===== config.mk =====
export PLATFORM = sky130hd
export DESIGN_NAME = irq_aggregator
export DESIGN_NICKNAME = d
export VERILOG_FILES = /design/src/rtl/irq_pkg.sv /design/src/rtl/irq_condition.sv /design/src/rtl/irq_aggregator.sv
export SDC_FILE = /design/constraint.sdc
export NUM_CORES = 1
export LEC_CHECK = 0
export ABC_CLOCK_PERIOD_IN_PS = 1600
export CORE_MARGIN = 2
export CORE_UTILIZATION = 46
export CTS_BUF_LIST = sky130_fd_sc_hd__clkbuf_4 sky130_fd_sc_hd__clkbuf_8 sky130_fd_sc_hd__clkbuf_16
export DETAILED_ROUTE_END_ITERATION = 7
export MAX_ROUTING_LAYER = met4
export PLACE_DENSITY_LB_ADDON = 0.08
export RECOVER_POWER = 100
export SLEW_MARGIN = 25
export SYNTH_ARGS = -nofsm -noshare
export SYNTH_HDL_FRONTEND = slang
export SYNTH_SLANG_ARGS = --single-unit

===== constraint.sdc =====
create_clock -name clk -period 1.6 [get_ports clk]
set_input_delay 0.24 -clock clk [delete_from_list [all_inputs] [get_ports clk]]
set_output_delay 0.24 -clock clk [all_outputs]
set_load 0.1 [all_outputs]

===== src/rtl/irq_pkg.sv =====
// Shared types, limits and the fixed-priority helper for the interrupt aggregator.
package irq_pkg;

  localparam int MAX_SRC  = 32;
  localparam int MAX_SYNC = 4;

  typedef enum logic [1:0] {
    IDLE = 2'd0,
    REQ  = 2'd1,
    HOLD = 2'd2
  } irq_state_e;

  // Index of the lowest set bit; 0 when the vector is empty.
  function automatic logic [4:0] lowest_set(input logic [MAX_SRC-1:0] v);
    logic [4:0] idx;
    idx = '0;
    for (int i = MAX_SRC - 1; i >= 0; i--) begin
      if (v[i]) idx = 5'(i);
    end
    return idx;
  endfunction

endpackage


===== src/rtl/irq_condition.sv =====
// One interrupt channel: synchroniser, polarity, previous-value register and set pulse.
module irq_condition
  import irq_pkg::*;
#(
  parameter int SYNC_STAGES = 2
) (
  input  logic clk,
  input  logic reset,
  input  logic src_i,
  input  logic edge_i,
  input  logic invert_i,
  input  logic armed_i,
  output logic set_o
);

  logic [SYNC_STAGES-1:0] sync_q;
  logic                   prev_q;
  logic                   cond;

  assign cond = sync_q[SYNC_STAGES-1] ^ invert_i;

  always_ff @(posedge clk) begin
    if (reset) begin
      sync_q <= '0;
      prev_q <= 1'b0;
    end else begin
      sync_q <= {sync_q[SYNC_STAGES-2:0], src_i};
      prev_q <= cond;
    end
  end

  // Level sources bypass arming; only edge detection waits for the chain to fill.
  assign set_o = edge_i ? (cond & ~prev_q & armed_i) : cond;

endmodule


===== src/rtl/irq_aggregator.sv =====
// N_SRC-channel interrupt aggregator: pending/mask latches, fixed-priority pick, REQ/ack handshake.
module irq_aggregator
  import irq_pkg::*;
#(
  parameter  int N_SRC       = 8,
  parameter  int SYNC_STAGES = 2,
  localparam int ID_W        = $clog2(N_SRC)
) (
  input  logic             clk,
  input  logic             reset,
  input  logic [N_SRC-1:0] src_in,
  input  logic [N_SRC-1:0] cfg_edge,
  input  logic [N_SRC-1:0] cfg_invert,
  input  logic             mask_wr,
  input  logic [N_SRC-1:0] mask_d,
  input  logic             irq_ack,
  output logic             irq,
  output logic [ID_W-1:0]  irq_id,
  output logic [N_SRC-1:0] pending,
  output logic [N_SRC-1:0] mask_q
);

  localparam logic [2:0] ARM_CYC = 3'(SYNC_STAGES + 1);

  irq_state_e       state_q, state_d;
  logic [ID_W-1:0]  irq_id_q, irq_id_d;
  logic [N_SRC-1:0] pending_q, pending_d;
  logic [N_SRC-1:0] set, clr, elig;
  logic [2:0]       arm_q;
  logic             armed;
  logic             ack_ok;

  assign armed = (arm_q == ARM_CYC);

  for (genvar g = 0; g < N_SRC; g++) begin : g_ch
    irq_condition #(.SYNC_STAGES(SYNC_STAGES)) u_cond (
      .clk      (clk),
      .reset    (reset),
      .src_i    (src_in[g]),
      .edge_i   (cfg_edge[g]),
      .invert_i (cfg_invert[g]),
      .armed_i  (armed),
      .set_o    (set[g])
    );
  end

  assign elig = pending_q & mask_q;

  always_comb begin
    state_d  = state_q;
    irq_id_d = irq_id_q;
    ack_ok   = 1'b0;
    unique case (state_q)
      IDLE: if (|elig) begin
        irq_id_d = ID_W'(lowest_set(MAX_SRC'(elig)));
        state_d  = REQ;
      end
      // ID stays frozen here; a newly arriving higher-priority source waits for the next IDLE.
      REQ: if (irq_ack) begin
        ack_ok  = 1'b1;
        state_d = HOLD;
      end else if (!mask_q[irq_id_q]) begin
        state_d = IDLE;
      end
      HOLD:    state_d = IDLE;
      default: state_d = IDLE;
    endcase
  end

  // Set beats clear so an edge arriving during the ack cycle is not lost.
  always_comb begin
    clr = '0;
    if (ack_ok) clr[irq_id_q] = 1'b1;
    pending_d = (pending_q & ~clr) | set;
  end

  always_ff @(posedge clk) begin
    if (reset) begin
      state_q   <= IDLE;
      irq_id_q  <= '0;
      pending_q <= '0;
      mask_q    <= '0;
      arm_q     <= '0;
    end else begin
      state_q   <= state_d;
      irq_id_q  <= irq_id_d;
      pending_q <= pending_d;
      if (mask_wr) mask_q <= mask_d;
      if (!armed) arm_q <= arm_q + 3'd1;
    end
  end

  assign irq     = (state_q == REQ);
  assign irq_id  = irq_id_q;
  assign pending = pending_q;

endmodule


Word level (Yosys, flattened, before mapping)
Cells that the tools add are included.
- bits in registers: 48
- input bits: 36
- output and inout bits: 20
- word-level logic and storage cells: 96
- add/subtract/negate cells: 1
- $lt $le $gt $ge: 2
- equal/unequal tests: 4
- multiplexer cells: 27
- bitwise gates (word level): 36
- reduce and logical (&&, ||, !) cells: 5
- operators by type and width (kind ; count):
    3-bit two-way mux ; 8
    1-bit AND ; 16
    8-bit AND ; 2
    1-bit two-way mux ; 12
    8-bit two-way mux ; 1
    1-bit NOT ; 8
    8-bit NOT ; 1
    8-bit OR ; 1
    8-bit OR reduction ; 1
    1-bit XOR ; 8
    2-bit two-way mux ; 3
    3-bit by 4-bit < comparator with 1-bit output (second input constant) ; 1
    2-bit case mux with 2 select lines ; 1
    2-bit AND reduction ; 2
    3-bit by 1-bit adder with 3-bit output (second input constant) ; 1
    1-bit binary-select mux with 3-bit select ; 1
    1-bit demux with 3-bit select ; 1
    3-bit by 2-bit equality test with 1-bit output (second input constant) ; 1
    3-bit by 1-bit greater-or-equal comparator with 1-bit output (second input constant) ; 1
    3-bit inequality test (second input constant) ; 1
    2-bit by 1-bit equality test with 1-bit output (second input constant) ; 1
    2-bit logical NOT ; 1
    2-bit inequality test (second input constant) ; 1
    1-bit logical AND ; 1

Longest topological paths before layout
- depth in word-level cells: 9
- gate-level depth with buffers: 6
- depth with buffers taken out: 6

Cells and area by module
A second synthesis with hierarchy kept.
- cell total of the unflattened synthesis: 203
- area total of the unflattened synthesis: 1915.6 um2
- modules (own cells, without submodules) (module ; instances ; cells each ; area an instance (um2) ; seq. area each (um2)):
    irq_aggregator ; 1 ; 131 ; 1114.8 ; 480.5
    irq_condition ; 8 ; 9 ; 100.1 ; 60.1

Worst setup path after synthesis
Ideal clock, no wire load.
- path kind: register to register
- from: register state_q[0]
- to: register state_q[0]
- setup time: 0.076 ns
- arrival: 2.078 ns
- required time: 1.524 ns
- path slack: -0.554 ns
- stages on the path, launching flop included: 4
- buffers on the path: 0
- period minus slack after synthesis: 2.154 ns
- cells stage by stage: dfxtp_1 nor2b_1 nand4_1 o2bb2ai_1
- cells in the longest elaborated chain, start to end: 3
- elaborated cells between the ends (all ways): 6
- those cells by class: eq/ne: 3; mux: 1; reduce/logical: 2
- RTL lines (what ; line ; source):
    start, declared ; irq_aggregator.sv:25 ; irq_state_e state_q, state_d;
    start signal, assigned ; irq_aggregator.sv:85 ; state_q <= state_d;
    2-bit by 1-bit equality test with 1-bit output * ; n/a ;
    named net irq ; irq_aggregator.sv:17 ; output logic irq,
    3-bit inequality test (no source line) ; n/a ;
    2-bit AND reduction (no source line) ; n/a ;
The timed path passes the listed nets; every way through them passes the cells marked *.
A chain may end at the register's enable or synchronous reset.

Worst setup path after layout
- from: input reset
- to: register mask_q[3]
- RTL lines (what ; line ; source):
    start, declared ; irq_aggregator.sv:10 ; input logic reset,
    end signal, assigned ; irq_aggregator.sv:88 ; if (mask_wr) mask_q <= mask_d;
    end, declared ; irq_aggregator.sv:20 ; output logic [N_SRC-1:0] mask_q
No word-level cell between the ends.

==> results.yml <==
placed_design:
  gp_congestion: 0.8701
  dpl.cell_count: 288
  hpwlAfterDp_mm: 3.332
  port_buffers: 55
timing:
  skew_ns: 0.005075
  fmax_ghz: 0.6939
  slew_viol_final: 0
  rsz0062_at_grt: "false"
  post-route-min-period_ns: 1.441
  tightest_slew_ns: 0.5482
  slew_headroom_pct: 63.61
  final_hold_viol_count: 0
  period_share_pct: 90.07
  finalSetupViolations: 0
worst_hold_path:
  holdCritPathClass: "reg2reg"
  hold_depth: 1
  holdPathEnd: "g_ch[7].u_cond.sync_q[1]"
  min_from: "g_ch[7].u_cond.sync_q[0]"
logic_synthesis:
  synth_cells: 187
  ys_async_sr_fraction_pct: 0
  synth-edff-count: 0
  synth_top_area_cell: "dfxtp_1"
  syn_nets: 225
  synth_seq_area_share_pct: 52.17
  synth_ff_type: "dfxtp_1"
  synth_cell_types: 36
  ys_seq_elements: 48
  synth_area_um2: 1842
  yosysWarnings: 0
  ys_top_cells_by_area: "dfxtp_1 52%, mux2i_1 6.0%, nor2b_1 5.8%"
  synth_top_area_share_pct: 52.17
  postSynthAreaPerCell_um2: 9.849
clocking:
  cts.sinks: 48
  clk_pin_slew_ns: 0.08
  cts_htree_levels: 2
  ctsHoldBuffers: 0
  clock_path_buffers: 2
  ctsRootBufferMaster: "clkbuf_8"
  clock_latency_ns: 0.29
  cts_resized: 0
  cts_tree: "yes"
  cts_made_buffers: 5
  post_cts_buffers: 0
worst_setup_path:
  ff2ff_path_depth: 4
  cp_data_arrival_time_ns: 1.62
  worstSetupEndpointType: "flop"
  crit_fanout: 8
  cp-startpoint: "reset"
  crit_chain: "dlygate4sd3_1 > clkbuf_1 > clkbuf_1 > nor2_1"
  reg2reg_to: "irq_id[0]"
  path_common_cell: "clkbuf_1"
  crit_type: "in2reg"
  required_ns: 1.77
  cp_slowest_cell: "dlygate4sd3_1"
  cp-start-kind: "input pin"
  r2r_setup_slack_ns: 0.17
  r2r-start: "pending[4]"
  critPathMaxStageDelay_ns: 0.64
drt:
  vias: 1586
  drt_iter0_markers: 110
  drtPass1Iterations: 4
  vias_per_cell: 5.358
  wl_per_cell_um: 14.83
  antenna_left: 0
  drc: 0
  wl_mm: 4.390
grt:
  grt_pass1_vias: 1541
  antenna_found_initial: 0
  grt_pass1_wl_mm: 7.120
  grt_overflow_total: 0
  grt_use_total_pct: 21.44
  grt_max_degree: 15
finish:
  drive_above_1_share_pct: 16.94
  final_common_cell: "dfxtp_1"
  final_cell_mix: "39 x dfxtp_1, 33 x clkdlybuf4s50_1, 27 x nor2_1"
  area_delta_synth_final_pct: 44.16
  final_util_pct: 70.92
  nets: 285
  stdcell_count: 296
  diodes: 0
floorplan:
  pin_count: 56
  coreArea_um2: 3744
  dieWidth_um: 67.28
  initial_utilization_pct: 49.20
  chipHeight_um: 67.28
  dieArea_um2: 4526
  rows: 22
status:
  status: "complete, no violations"
power_and_ir_drop:
  p_total_mw: 2.987
  ir_drop_v: 0.0008236
  p_leak_nw: 1.045
  p_per_area_nw_per_um2: 1125
job:
  maxCapViolations: 0
## worst max-delay path: cells and delay by family
family / cells / cell delay (ns)
buf+inv: 3 / 1.27
simple gates: 1 / 0.10
## per-stage QoR
stage | hold WS [ns] | setup WS, ns | instance area [µm²] | setup TNS, ns
final | 0.4441 | 0.1590 | 2655 | 0
after floorplan | 0.3233 | 0.01135 | 1882 | 0
after detailed placement | 0.4283 | -0.03744 | 2691 | -0.03744
after global placement | 0.4168 | -0.04488 | 2691 | -0.04530
after global routing | 0.4639 | 0.05100 | 2655 | 0
after CTS | 0.4485 | 0.1041 | 2798 | 0
## cells in the mapped netlist (2+ instances only)
master     n
a21oi_1    4
a31oi_1    3
a32o_1     8
and2_1     2
clkbuf_1   5
dfxtp_1   48
ha_1       2
inv_1      2
inv_2      3
mux2i_1   11
nand2_1   14
nand3_1    4
nor2_1    27
nor2b_1   17
o21ai_0    8
o41ai_1    2
xnor2_1    6
xor2_1     3
## cell type report
class	instances	area [µm²]
fillers	298	1089
clock buffers	7	101.3
flip-flops and latches	48	982.2
clock inverters	1	5.005
inverters	5	18.77
multi-input cells	126	819.5
well taps	48	60.06
repair buffers	61	668.1
## routing by layer
| layer | up-vias | share of wire (%) | routed length, µm | global-route usage, % |
|---|---|---|---|---|
| li1 | 765 | - | - | - |
| met1 | 740 | 42 | 1834 | 26.68 |
| met2 | 71 | 50 | 2179 | 35.15 |
| met3 | 10 | 6.7 | 295 | 3.167 |
| met4 | 0 | 1.8 | 80 | 8.418 |
| met5 | - | 0 | 0 | - |
## where the power goes
group          switching (mW)  internal [mW]
Clock                   0.381          0.418
Combinational           0.492          0.308
Sequential             0.0978           1.29
Total                   0.971           2.02
## worst max path at each step
stage | to | slack, ns | cells past startpoint
after global placement | pending[5] | -0.04 | 4
after floorplan | pending[5] | 0.01 | 4
after detailed placement | pending[5] | -0.04 | 4
after global routing | pending[4] | 0.05 | 6
after CTS | pending[4] | 0.10 | 6
final | mask_q[3] | 0.16 | 4
## cells by family after synthesis
group                      synth area share [%]
AOI/OAI and AO/OA                         12.84
and+or+nand+nor                           18.61
adders and majority gates                 1.358
xor gates and xnor gates                  4.280
muxes                                     7.405
DFF                                       52.17
buffers and inverters                     3.329
## state kept, by name (all words and copies together) (netlist names)
signal	flops
arm_q	3
g_ch.u_cond.prev_q	8
g_ch.u_cond.sync_q	16
irq_id	3
mask_q	8
pending	8
state_q	2
(Power assumes the default switching activity.)
